## config.mk

```make
export PLATFORM = sky130hd
export DESIGN_NAME = exe_mem_stage_reg
export DESIGN_NICKNAME = d
export VERILOG_FILES = /design/src/rtl/exe_mem_stage_reg.sv
export SDC_FILE = /design/constraint.sdc
export NUM_CORES = 1
export LEC_CHECK = 0
export ABC_AREA = 1
export ABC_CLOCK_PERIOD_IN_PS = 1300
export BUFFER_PORTS_ARGS = -buffer_cell sky130_fd_sc_hd__buf_4
export CAP_MARGIN = 30
export CORE_MARGIN = 3
export CORE_UTILIZATION = 25
export DETAILED_ROUTE_END_ITERATION = 10
export PLACE_DENSITY = 0.52
export SLEW_MARGIN = 20
export SYNTH_ARGS = -nofsm -noshare
export SYNTH_HDL_FRONTEND = slang
export SYNTH_SLANG_ARGS = --single-unit
```

## constraint.sdc

```tcl
create_clock -name clk -period 1.3 [get_ports clk]
set_input_delay 0.065 -clock clk [delete_from_list [all_inputs] [get_ports clk]]
set_output_delay 0.065 -clock clk [all_outputs]
set_load 0.03 [all_outputs]
```

## src/rtl/exe_mem_stage_reg.sv

```systemverilog
// Execute-to-memory pipeline register with the NZCV status register.
// Holds one instruction's result, store data, destination and control bits.
// The instruction that retires from execute updates sr when it carries the
// S flag. The block also counts every instruction that advances.
//
// state | meaning
// EMPTY | valid=0, this stage holds a bubble
// FULL  | valid=1, this stage holds a real instruction
module exe_mem_stage_reg (
  input  logic        clk,
  input  logic        rst,
  input  logic        freeze,
  input  logic        flush,
  input  logic        in_valid,
  input  logic        wb_en_in,
  input  logic        mem_r_en_in,
  input  logic        mem_w_en_in,
  input  logic        s_in,
  input  logic [31:0] alu_res_in,
  input  logic [31:0] st_val_in,
  input  logic [3:0]  dest_in,
  input  logic [3:0]  status_in,
  output logic        valid,
  output logic        wb_en,
  output logic        mem_r_en,
  output logic        mem_w_en,
  output logic [31:0] alu_res,
  output logic [31:0] st_val,
  output logic [3:0]  dest,
  output logic [3:0]  sr,
  output logic [31:0] ex_count
);

  logic        r_valid;
  logic        r_wb_en;
  logic        r_mem_r_en;
  logic        r_mem_w_en;
  logic [31:0] r_alu_res;
  logic [31:0] r_st_val;
  logic [3:0]  r_dest;
  logic [3:0]  r_sr;
  logic [31:0] r_ex_count;

  logic w_adv;

  // A real instruction moves forward only when neither stalled nor squashed.
  // Any unfrozen cycle that does not advance inserts a bubble.
  assign w_adv = !freeze && !flush && in_valid;

  // Pipeline register, status register and retire counter.
  always_ff @(posedge clk) begin
    if (rst) begin
      r_valid    <= 1'b0;
      r_wb_en    <= 1'b0;
      r_mem_r_en <= 1'b0;
      r_mem_w_en <= 1'b0;
      r_alu_res  <= '0;
      r_st_val   <= '0;
      r_dest     <= '0;
      r_sr       <= '0;
      r_ex_count <= '0;
    end else if (!freeze) begin
      if (w_adv) begin
        r_valid    <= 1'b1;
        r_wb_en    <= wb_en_in;
        r_mem_r_en <= mem_r_en_in;
        r_mem_w_en <= mem_w_en_in;
        r_alu_res  <= alu_res_in;
        r_st_val   <= st_val_in;
        r_dest     <= dest_in;
        r_ex_count <= r_ex_count + 32'd1;
        if (s_in) begin
          r_sr <= status_in;
        end
      end else begin
        // Bubble: kill the control bits. Data is left stale because
        // nothing downstream consumes it while valid=0.
        r_valid    <= 1'b0;
        r_wb_en    <= 1'b0;
        r_mem_r_en <= 1'b0;
        r_mem_w_en <= 1'b0;
      end
    end
  end

  assign valid    = r_valid;
  assign wb_en    = r_wb_en;
  assign mem_r_en = r_mem_r_en;
  assign mem_w_en = r_mem_w_en;
  assign alu_res  = r_alu_res;
  assign st_val   = r_st_val;
  assign dest     = r_dest;
  assign sr       = r_sr;
  assign ex_count = r_ex_count;

endmodule
```

* Word level (Yosys, flattened, before mapping) *
Cells that the tools add are included.

word-level totals
  bits of input ports = 81
  register bits = 108
  logic and storage cells = 21
  output and inout port bits = 108

cells by class
  reductions and logical operators = 6
  bitwise logic cells = 1
  mux-type cells = 4
  $add $sub $neg = 1

operator list
  cell                                            count
  adder 32 x 1 -> 32 bit (second input constant)  1
  two-way mux 1 bit                               4
  AND reduction 3 bit                             1
  logical AND 1 bit                               2
  logical NOT 1 bit                               2
  AND reduction 2 bit                             1
  inverter 1 bit                                  1

* Logic depth before layout (Yosys ltp) *
Gate-level depths: netlist (run 1).

  word-level depth = 4
  depth in mapped cells = 10

* Least setup slack after synthesis (run 1) *
Ideal clock, no wire load.

  kind = register to register
  start point = reg r_ex_count[1], in the netlist ex_count[1]
  end point = reg r_ex_count[24], in the netlist ex_count[24]
  stages on the path, launching flop included = 9
  slack = -0.253 ns
  arrival = 1.443 ns
  library setup time = 0.110 ns
  path buffers = 0
  data required time = 1.190 ns
  cell sequence = dfxtp_1 -> ha_1 -> nand3_1 -> nor2_2 -> nand2_1 -> nor2_1 -> nand4_1 -> nand2_1 -> nor2_1

on the way
  cells in the longest elaborated chain, start to end = 1

RTL lines
  item                      RTL line  text
  start: declaration        42        logic [31:0] r_ex_count;
  start signal: assignment  71        r_ex_count <= r_ex_count + 32'd1;
  adder 32 x 1 -> 32 bit    71

No other way between the ends.
A chain may end at the register's enable or synchronous reset.

* Worst setup path in the final report (run 1) *
Same ends and word-level chain as after synthesis.

==> flow_metrics.tcl, run 1 <==
set metrics [dict create \
    viasPerCell 4.27 \
    power.total_uw 7310 \
    status "finished, violations left" \
    synth_fa_ha_area_share_pct 0.283 \
    yosys-top-cells-area "dfxtp_1, nor2_1, o21ai_0" \
    max_freq_ghz 0.750 \
    synthCells 618 \
    synth_seq_area_share_pct 48.8 \
    root_buffer "clkbuf_16" \
    synth_edf_count 0 \
    drtIter0Drc 189 \
    antenna_found_initial 0 \
    dp_hpwl_um 10300 \
    violations "setup timing" \
    antenna_left 0 \
    finalMaxSlewViolations 0 \
    worst_r2r_startpoint "ex_count[1]" \
    ys_types 25 \
    hp-start "s_in" \
    drc 0 \
    grt_max_degree 71 \
    coreArea_mm2 0.0173 \
    hold_viol_final 0 \
    place_area_mm2 0.00647 \
    synth_top_flop_cell "dfxtp_1" \
    finalCriticalPeriod_ps 1330 \
    fin_cells 1155 \
    row_count 48 \
    fin_nets 1007 \
    grt_use_met3_pct 4.34 \
    synthTopCellsByCount "nor2_1, dfxtp_1, nand2_1" \
    clk_pin_slew_ps 80 \
    numPortBuffers 188 \
    p_per_area_mw_per_mm2 940 \
    fin_ws_ps -34.1 \
    use_met1_pct 18.9 \
    relSlewSlack_pct 65.9 \
    die_y_um 139 \
    grt_pass1_wl_um 23900 \
    die-area_mm2 0.0193 \
    synth_top_family_by_area "simple AND/OR/NAND/NOR gates" \
    routabilityCongestion 0.847 \
    cts.path.max_buffers 2 \
    tritoncts "built" \
    start_util_pct 25.6 \
    maxCapViolations 0 \
    synth_area_mm2 0.00443 \
    synth.mux.area_fraction_pct 0 \
    top_usage_layer "met2" \
    fin_util_pct 44.9 \
    yosysTopAreaCell "dfxtp_1" \
    htree_levels 3 \
    synthXorXnorAreaFrac_pct 0.396 \
    crit_arrival_ps 1620 \
    synth_fp_nets 700 \
    dp_cells 1055 \
    crit_path_start_kind "register" \
    drive_gt1_share_pct 37.2 \
    ys_seq_elements 108 \
    post_drt_wl_per_cell_um 12.8 \
    ys_async_sr_fraction_pct 0 \
    max-vdd-ir-drop_v 0.000607 \
    syn2layout_area_growth_pct 75.6 \
    die_x_um 139 \
    yosys.area_share.simple_pct 32.4 \
    power_leakage_uw 0.00338 \
    drt-pass1-iter-count 4 \
    worstSetupPathType "register to register" \
    hold_path_class "primary input to register" \
    grt-ovfl-total 0 \
    crit_fanout 4 \
    setup_viol_count_final 9 \
    synth.top_cell.area_share_pct 48.8 \
    grt_usage_pct 14.9 \
    cts_buffers 9 \
    yosysMostFrequentCell "nor2_1" \
    skew_ps 7.54 \
    ys_warn_count 0 \
    crit_path_end_kind "register" \
    synth_compound_area_share_pct 11.5 \
    fin_crit_sh_pct 103 \
    fin_area_mm2 0.00777 \
    rsz0062_at_grt "true" \
    grt_pass1_vias 4751 \
    critPathRequiredTime_ps 1590 \
    clock_latency_ps 350 \
    syn_area_per_cell_um2 7.16 \
    startpoint "ex_count[1]" \
    vias 4930 \
    met2_usage_pct 24.7 \
    ios 189 \
    cts_sinks 108 \
    worst_pin_slew_ps 511 \
    routed_wl_um 14800 \
    diodes 0 \
]
==> routing by layer <==
metal / up-vias / part of all wire [%] / wire length [um]
met4: 0 / 1.6 / 242
met3: 14 / 6.3 / 940
met2: 138 / 47 / 6920
met5: - / 0 / 0
met1: 2190 / 45 / 6700
li1: 2588 / - / -
==> cell type report <==
class,instances,area (um2)
sequential,108,2220
clock inverter,6,48.8
inverter,40,150
timing repair buffer,324,2660
tap,225,282
clock buffer,10,239
fill,1793,9530
multi-input combinational,442,2170
==> final timing paths <==
check | slack (ps) | to | cells after the start
max | -30 | ex_count[24] | 9
min | 30 | sr[3] | 3
max reg2reg | -30 | ex_count[24] | 9
min reg2reg | 460 | sr[1] | 2
==> cell families after synthesis <==
| family | Yosys count |
|---|---|
| AO/OA/AOI/OAI | 102 |
| XOR/XNOR | 2 |
| buffers and inverters | 68 |
| AND/OR/NAND/NOR | 337 |
| flip-flops | 108 |
| adder cells (fa/ha/maj) | 1 |
==> worst max-delay path, stage by stage, from the launching register on <==
cell	delay [ps]
dfxtp_4	370
ha_4	150
inv_2	50
nor2_4	170
nand2_2	80
nor2_4	150
nand4_1	110
nand2_1	70
inv_1	30
nor2_1	80
==> state kept, by name (all words and copies together), names as in the netlist <==
name and cells:
alu_res 32, ex_count 32, st_val 32, dest 4
sr 4, mem_r_en 1, mem_w_en 1, valid 1
wb_en 1
==> repair_timing <==
| item | in CTS | in global routing |
|---|---|---|
| resized for setup | 15 | 37 |
| pin swaps | 10 | 22 |
| setup buffers | 2 | 5 |
| setup endpoints to repair | 17 | 26 |
| endpoints found under the hold margin | 80 | 0 |
| hold buffers | 77 | 0 |
==> power by group <==
group          switching [uW]  internal [uW]
clock network            1300           1370
registers                61.9           3400
logic                     590            575
==> cell usage in the layout, fill, tap and decap left out, types with 10 or more instances in the layout <==
cell type and instances:
dfxtp_1 82, inv_1 37, nor2_1 175, nor2_4 14, nand3_1 21, o21ai_0 76
a21oi_1 22, dlygate4sd3_1 77, nor2_2 13, buf_4 243, nand4_1 10, dfxtp_2 16
dfxtp_4 10, nand2_1 75
==> per-stage QoR <==
step	setup TNS, ps	hold slack [ps]	setup slack (ps)
floorplan	0	134	2.46
global placement	-193	316	-47.3
detailed placement	-467	323	-79.1
CTS	-105	8.22	-38.6
global route	-1880	28.0	-134
finish	-163	27.4	-34.1
No activity file was read; power rests on OpenSTA's default activity.
==> run 2: changes to the inputs <==
==> constraint.sdc (replaced) <==
create_clock -name clk -period 1.3 [get_ports clk]
set_input_delay 0.13 -clock clk [delete_from_list [all_inputs] [get_ports clk]]
set_output_delay 0.13 -clock clk [all_outputs]
set_load 0.03 [all_outputs]
==> run 2 against run 1 <==
The flow still finishes with violations (setup timing). Largest power group unchanged. Clock skew decreased by 1.6 ps. Final cell count decreased by 6.5%. Utilization decreased by 4.1 points. Final area decreased by 9.1%. Worst setup slack improved by 5.0 ps. Critical endpoint is now ex_count[30]. Sequential share of layout area increased by 3.0 points. Clock-buffer cell count increased by 3. Global-route usage decreased by 0.61 points. Power decreased by 2.8%. Highest routed layer unchanged. Maximum frequency increased by 0.38%.
==> flow_metrics.tcl, run 2 (synthesis results as in run 1) <==
set metrics [dict create \
    ios 189 \
    skew_ps 5.94 \
    die-area_mm2 0.0193 \
    drt-pass1-iter-count 4 \
    drc 0 \
    grt_pass1_wl_um 22500 \
    setup_viol_count_final 3 \
    clock_latency_ps 340 \
    top_usage_layer "met2" \
    use_met1_pct 18.1 \
    fin_area_mm2 0.00706 \
    status "finished, violations left" \
    routed_wl_um 14200 \
    nFillCells 1857 \
    max-vdd-ir-drop_v 0.000684 \
    vias 4586 \
    place_area_mm2 0.00650 \
    grt_use_met3_pct 4.86 \
    power_leakage_uw 0.00309 \
    viasPerCell 4.25 \
    cts_sinks 108 \
    finalMaxSlewViolations 0 \
    clk_pin_slew_ps 70 \
    holdPathEnd "alu_res[31]" \
    violations "setup timing" \
    fin_crit_sh_pct 102 \
    final.setup.tns_ps -43.4 \
    layout_common_cells "buf_4, nor2_1, dfxtp_1, o21ai_0, nand2_1" \
    coreArea_mm2 0.0173 \
    holdBufCountCts 0 \
    max_freq_ghz 0.752 \
    die_x_um 139 \
    finalCriticalPeriod_ps 1330 \
    post_drt_wl_per_cell_um 13.1 \
    maxCapViolations 0 \
    crit_path_end_kind "register" \
    grt_max_degree 71 \
    hp-start "alu_res_in[31]" \
    cts.path.max_buffers 2 \
    antenna_found_initial 0 \
    fin_nets 932 \
    grt-ovfl-total 0 \
    dp_hpwl_um 10500 \
    p_per_area_mw_per_mm2 1010 \
    die_y_um 139 \
    fin_ws_ps -29.1 \
    worstSetupPathType "register to register" \
    diodes 0 \
    final_common_cell "buf_4" \
    hold_path_class "primary input to register" \
    ff2ff_path_depth 9 \
    ff2ff_setup_slack_ps -30 \
    htree_levels 3 \
    start_util_pct 25.6 \
    worst_r2r_startpoint "ex_count[1]" \
    syn2layout_area_growth_pct 59.5 \
    numPortBuffers 188 \
    hold_viol_final 0 \
    antenna_left 0 \
    grt_usage_pct 14.3 \
    hold_depth 3 \
    critPathRequiredTime_ps 1580 \
    crit_path_start_kind "register" \
    cts_buffers 9 \
    met2_usage_pct 23.3 \
    worst_pin_slew_ps 487 \
    root_buffer "clkbuf_16" \
    row_count 48 \
    crit_fanout 4 \
    crit_arrival_ps 1610 \
    routabilityCongestion 0.821 \
    drive_gt1_share_pct 41.4 \
    rsz0062_at_grt "true" \
    grt_pass1_vias 4343 \
    drtIter0Drc 210 \
    reg2reg_to "ex_count[30]" \
    tritoncts "built" \
    relSlewSlack_pct 67.5 \
]
## run 2: critical path, cell delays in order (launching register included)
cell	delay, ps
dfxtp_4	370
ha_4	150
inv_4	40
nor2_4	150
nand3_4	130
nor2_4	150
nand3_2	90
nand2_2	80
inv_2	30
nor2_1	80
## run 2: how the worst max path moves through the flow
stage,to,slack (ps),from
after floorplan,ex_count[31],2,ex_count[25]
after global placement,ex_count[30],-50,ex_count[0]
after detailed placement,ex_count[26],-90,ex_count[0]
after CTS,ex_count[8],-20,ex_count[0]
after global routing,ex_count[30],-120,ex_count[1]
final,ex_count[30],-30,ex_count[1]
## run 2: layer usage
layer | wire length, um | part of all wire, % | up-vias
li1 | - | - | 2432
met1 | 6330 | 45 | 2017
met2 | 6670 | 47 | 129
met3 | 1020 | 7.2 | 8
met4 | 148 | 1.0 | 0
met5 | 0 | 0 | -
## run 2: cell type report
type	instances	area, um2	share of cell area, %
clock buffer	13	262	3.70
tap	225	282	3.99
clock inverter	3	17.5	0.248
multi-input combinational	442	2210	31.3
inverter	40	153	2.16
sequential	108	2230	31.5
timing repair buffer	249	1910	27.1
## run 2: repair_timing
action                                  in CTS  in global routing
buffers inserted                             3                  4
pin swaps                                    8                 25
resized for setup                           18                 51
endpoints found under the setup margin      17                 23
## run 2: stage by stage
stage,power (uW),instances,setup WS (ps),util [%],hold WS [ps]
detailed placement,4540,1057,-88.6,37.6,388
global route,7450,1080,-116,40.8,21.8
global placement,4540,1057,-47.0,37.6,380
CTS,7250,1076,-20.9,39.6,14.2
floorplan,4060,618,2.46,-,199
finish,7100,1080,-29.1,40.8,29.9
## run 2: report_power, final
part	internal (uW)	total, uW	switching, uW
Combinational	437	982	544
Clock	1420	2660	1240
Sequential	3400	3460	62.5
Total	5260	7100	1840
==> run 3: changes to the inputs <==
ABC_AREA = 0   (was 1)
PLACE_DENSITY = 0.53   (was 0.52)
==> run 3 against run 2 <==
The run still ends with setup timing left. Non-clock buffer count increased by 17. Synthesized cell count decreased by 19%. Final area decreased by 2.1%. Combinational power decreased by 24%. Wire length decreased by 4.6%. Maximum frequency decreased by 18%. Sequential power decreased by 2%. Register-to-register slack got worse by 290 ps. Utilization increased by 3.7 points. Die area decreased by 7.9%. Global-route usage increased by 0.57 points. Sequential share of layout area increased by 0.82 points.
==> flow_metrics.tcl, run 3 <==
set metrics [dict create \
    status "finished, violations left" \
    violations "setup timing" \
    grt_max_degree 51 \
    routed_wl_um 13500 \
    grt_pass1_wl_um 21500 \
    post_drt_wl_per_cell_um 14.1 \
    yosysMostFrequentCell "nand2_1" \
    critPathRequiredTime_ps 1580 \
    crit_path_top_delay_cell "or4_4" \
    power.total_uw 6940 \
    dp_hpwl_um 9570 \
    grt_pass1_vias 4349 \
    syn_area_per_cell_um2 8.12 \
    vias 4385 \
    finalMaxSlewViolations 0 \
    finalCriticalPeriod_ps 1620 \
    ys_types 27 \
    cts_sinks 108 \
    p_per_area_mw_per_mm2 1000 \
    crit_path_start_kind "register" \
    synthXorXnorAreaFrac_pct 2.37 \
    synth_top_family_by_area "simple AND/OR/NAND/NOR gates" \
    synth_seq_area_share_pct 53.2 \
    rsz0062_at_grt "true" \
    drtIter0Drc 157 \
    skew_ps 7.71 \
    numPortBuffers 188 \
    synth_compound_area_share_pct 15.2 \
    diodes 0 \
    relSlewSlack_pct 75.6 \
    die-area_mm2 0.0178 \
    synth.mux.area_fraction_pct 0.277 \
    place_area_mm2 0.00620 \
    htree_levels 3 \
    critPathTopFamily "simple AND/OR/NAND/NOR gates" \
    start_util_pct 26.1 \
    synth_edf_count 0 \
    antenna_left 0 \
    synthCells 500 \
    drc 0 \
    max_freq_ghz 0.619 \
    fin_crit_sh_pct 124 \
    tritoncts "built" \
    viasPerCell 4.57 \
    nFillCells 1575 \
    ff2ff_setup_slack_ps -320 \
    synth_fp_nets 582 \
    drt-pass1-iter-count 4 \
    max-vdd-ir-drop_v 0.000776 \
    synth_fa_ha_area_share_pct 0.308 \
    fin_ws_ps -315 \
    ys_async_sr_fraction_pct 0 \
    crit_fanout 8 \
    syn2layout_area_growth_pct 70.2 \
    grt-ovfl-total 0 \
    cts_buffers 9 \
    worstSetupPathType "register to register" \
    die_y_um 133 \
    fin_area_mm2 0.00691 \
    hold_viol_final 0 \
    fin_nets 825 \
    die_x_um 133 \
    ys_seq_elements 108 \
    cts.path.max_buffers 2 \
    yosys.area_share.simple_pct 25.2 \
    maxCapViolations 0 \
    synth_top_flop_cell "dfxtp_1" \
    crit_path_end_kind "register" \
    synth.top_cell.area_share_pct 53.2 \
    layout_common_cells "buf_4, nand2_1, a21oi_1, dfxtp_1" \
    yosysTopAreaCell "dfxtp_1" \
    final_common_cell "buf_4" \
    synthTopCellsByCount "nand2_1, dfxtp_1, a21oi_1" \
    power_leakage_uw 0.00290 \
    yosys-top-cells-area "dfxtp_1, nand2_1, a21oi_1" \
    coreArea_mm2 0.0155 \
    grt_usage_pct 14.8 \
    clock_latency_ps 350 \
    antenna_found_initial 0 \
    routabilityCongestion 0.778 \
    worst_pin_slew_ps 366 \
    slowest_delay_ps 460 \
    drive_gt1_share_pct 45.1 \
    ys_warn_count 0 \
    synth_area_mm2 0.00406 \
    root_buffer "clkbuf_16" \
    setup_viol_count_final 20 \
    clk_pin_slew_ps 80 \
    crit_path_cell_trace "ha_4 > nand3_4 > nand4bb_4 > buf_6 > or4_4 > a21oi_1" \
    critical_path_buf_inv_count 1 \
    ios 189 \
    row_count 45 \
    crit_arrival_ps 1900 \
    hold_path_class "primary input to register" \
]
==> run 3: changes by cell type after synthesis, sizes merged, moves of 5 or more <==
cell	change
o31ai	+13
buf	-16
clkbuf	+22
or4	+13
and4	+5
nand3	-19
inv	-37
xnor2	+5
o21ai	-74
a21oi	+71
nor2	-187
nand2	+67
or3	+6
==> run 3: routing by layer <==
metal,vias to the layer above,track usage (%),wire length [um]
li1,2191,-,-
met1,2042,17.4,5650
met2,142,25.1,6580
met3,10,6.84,1170
met4,0,3.03,112
met5,-,0,0
==> run 3: path summary, 6_finish.rpt <==
path	cells after the start	start	to
setup / recovery	6	ex_count[1]	ex_count[26]
hold reg to reg	2	sr[1]	sr[1]
setup reg to reg	6	ex_count[1]	ex_count[26]
hold / removal	3	alu_res_in[14]	alu_res[14]
==> run 3: power breakdown <==
group          switching [uW]  internal (uW)  leakage [uW]
clock network            1290           1510      0.000144
registers                43.1           3350      0.000893
logic                     404            343       0.00186
total                    1740           5210       0.00290
==> run 3: logic make-up after synthesis <==
logic type,count (synthesis)
and+or+nand+nor,227
AOI/OAI and AO/OA,115
DFF,108
buffers and inverters,37
xor gates and xnor gates,11
muxes,1
adders and majority gates,1
==> run 3: worst min-delay path, stage by stage <==
cell	delay, ps
buf_4	110
nand2_1	40
a21oi_1	50
==> run 3: metrics by stage <==
stage          setup WS, ps  hold WS, ps  util [%]  instances  TNS (ps)
2_1_floorplan          -392          266         -        500     -4740
3_3_place_gp           -417          364      39.9        923    -26850
3_5_place_dp           -447          379      39.9        923    -29710
4_1_cts                -330        0.288      43.3        955     -5040
5_1_grt                -384         4.38      44.5        959     -6620
6_report               -315         17.9      44.5        959     -5030
==> run 3: repair_timing <==
action,4_1_cts,5_1_grt
endpoints found under the setup margin,21,31
cloned,2,0
hold buffers,5,0
buffers inserted,9,5
hold endpoints to repair,5,0
pin swaps,12,19
resized for setup,23,37
==> run 3: cell type report <==
type	instances	area [um2]	area share [%]
Timing Repair Buffer	266	2120	30.6
Inverter	3	11.3	0.163
Multi-Input combinational cell	355	1980	28.7
Clock buffer	10	229	3.31
Tap cell	211	264	3.82
Sequential cell	108	2240	32.4
Clock inverter	6	70.1	1.01
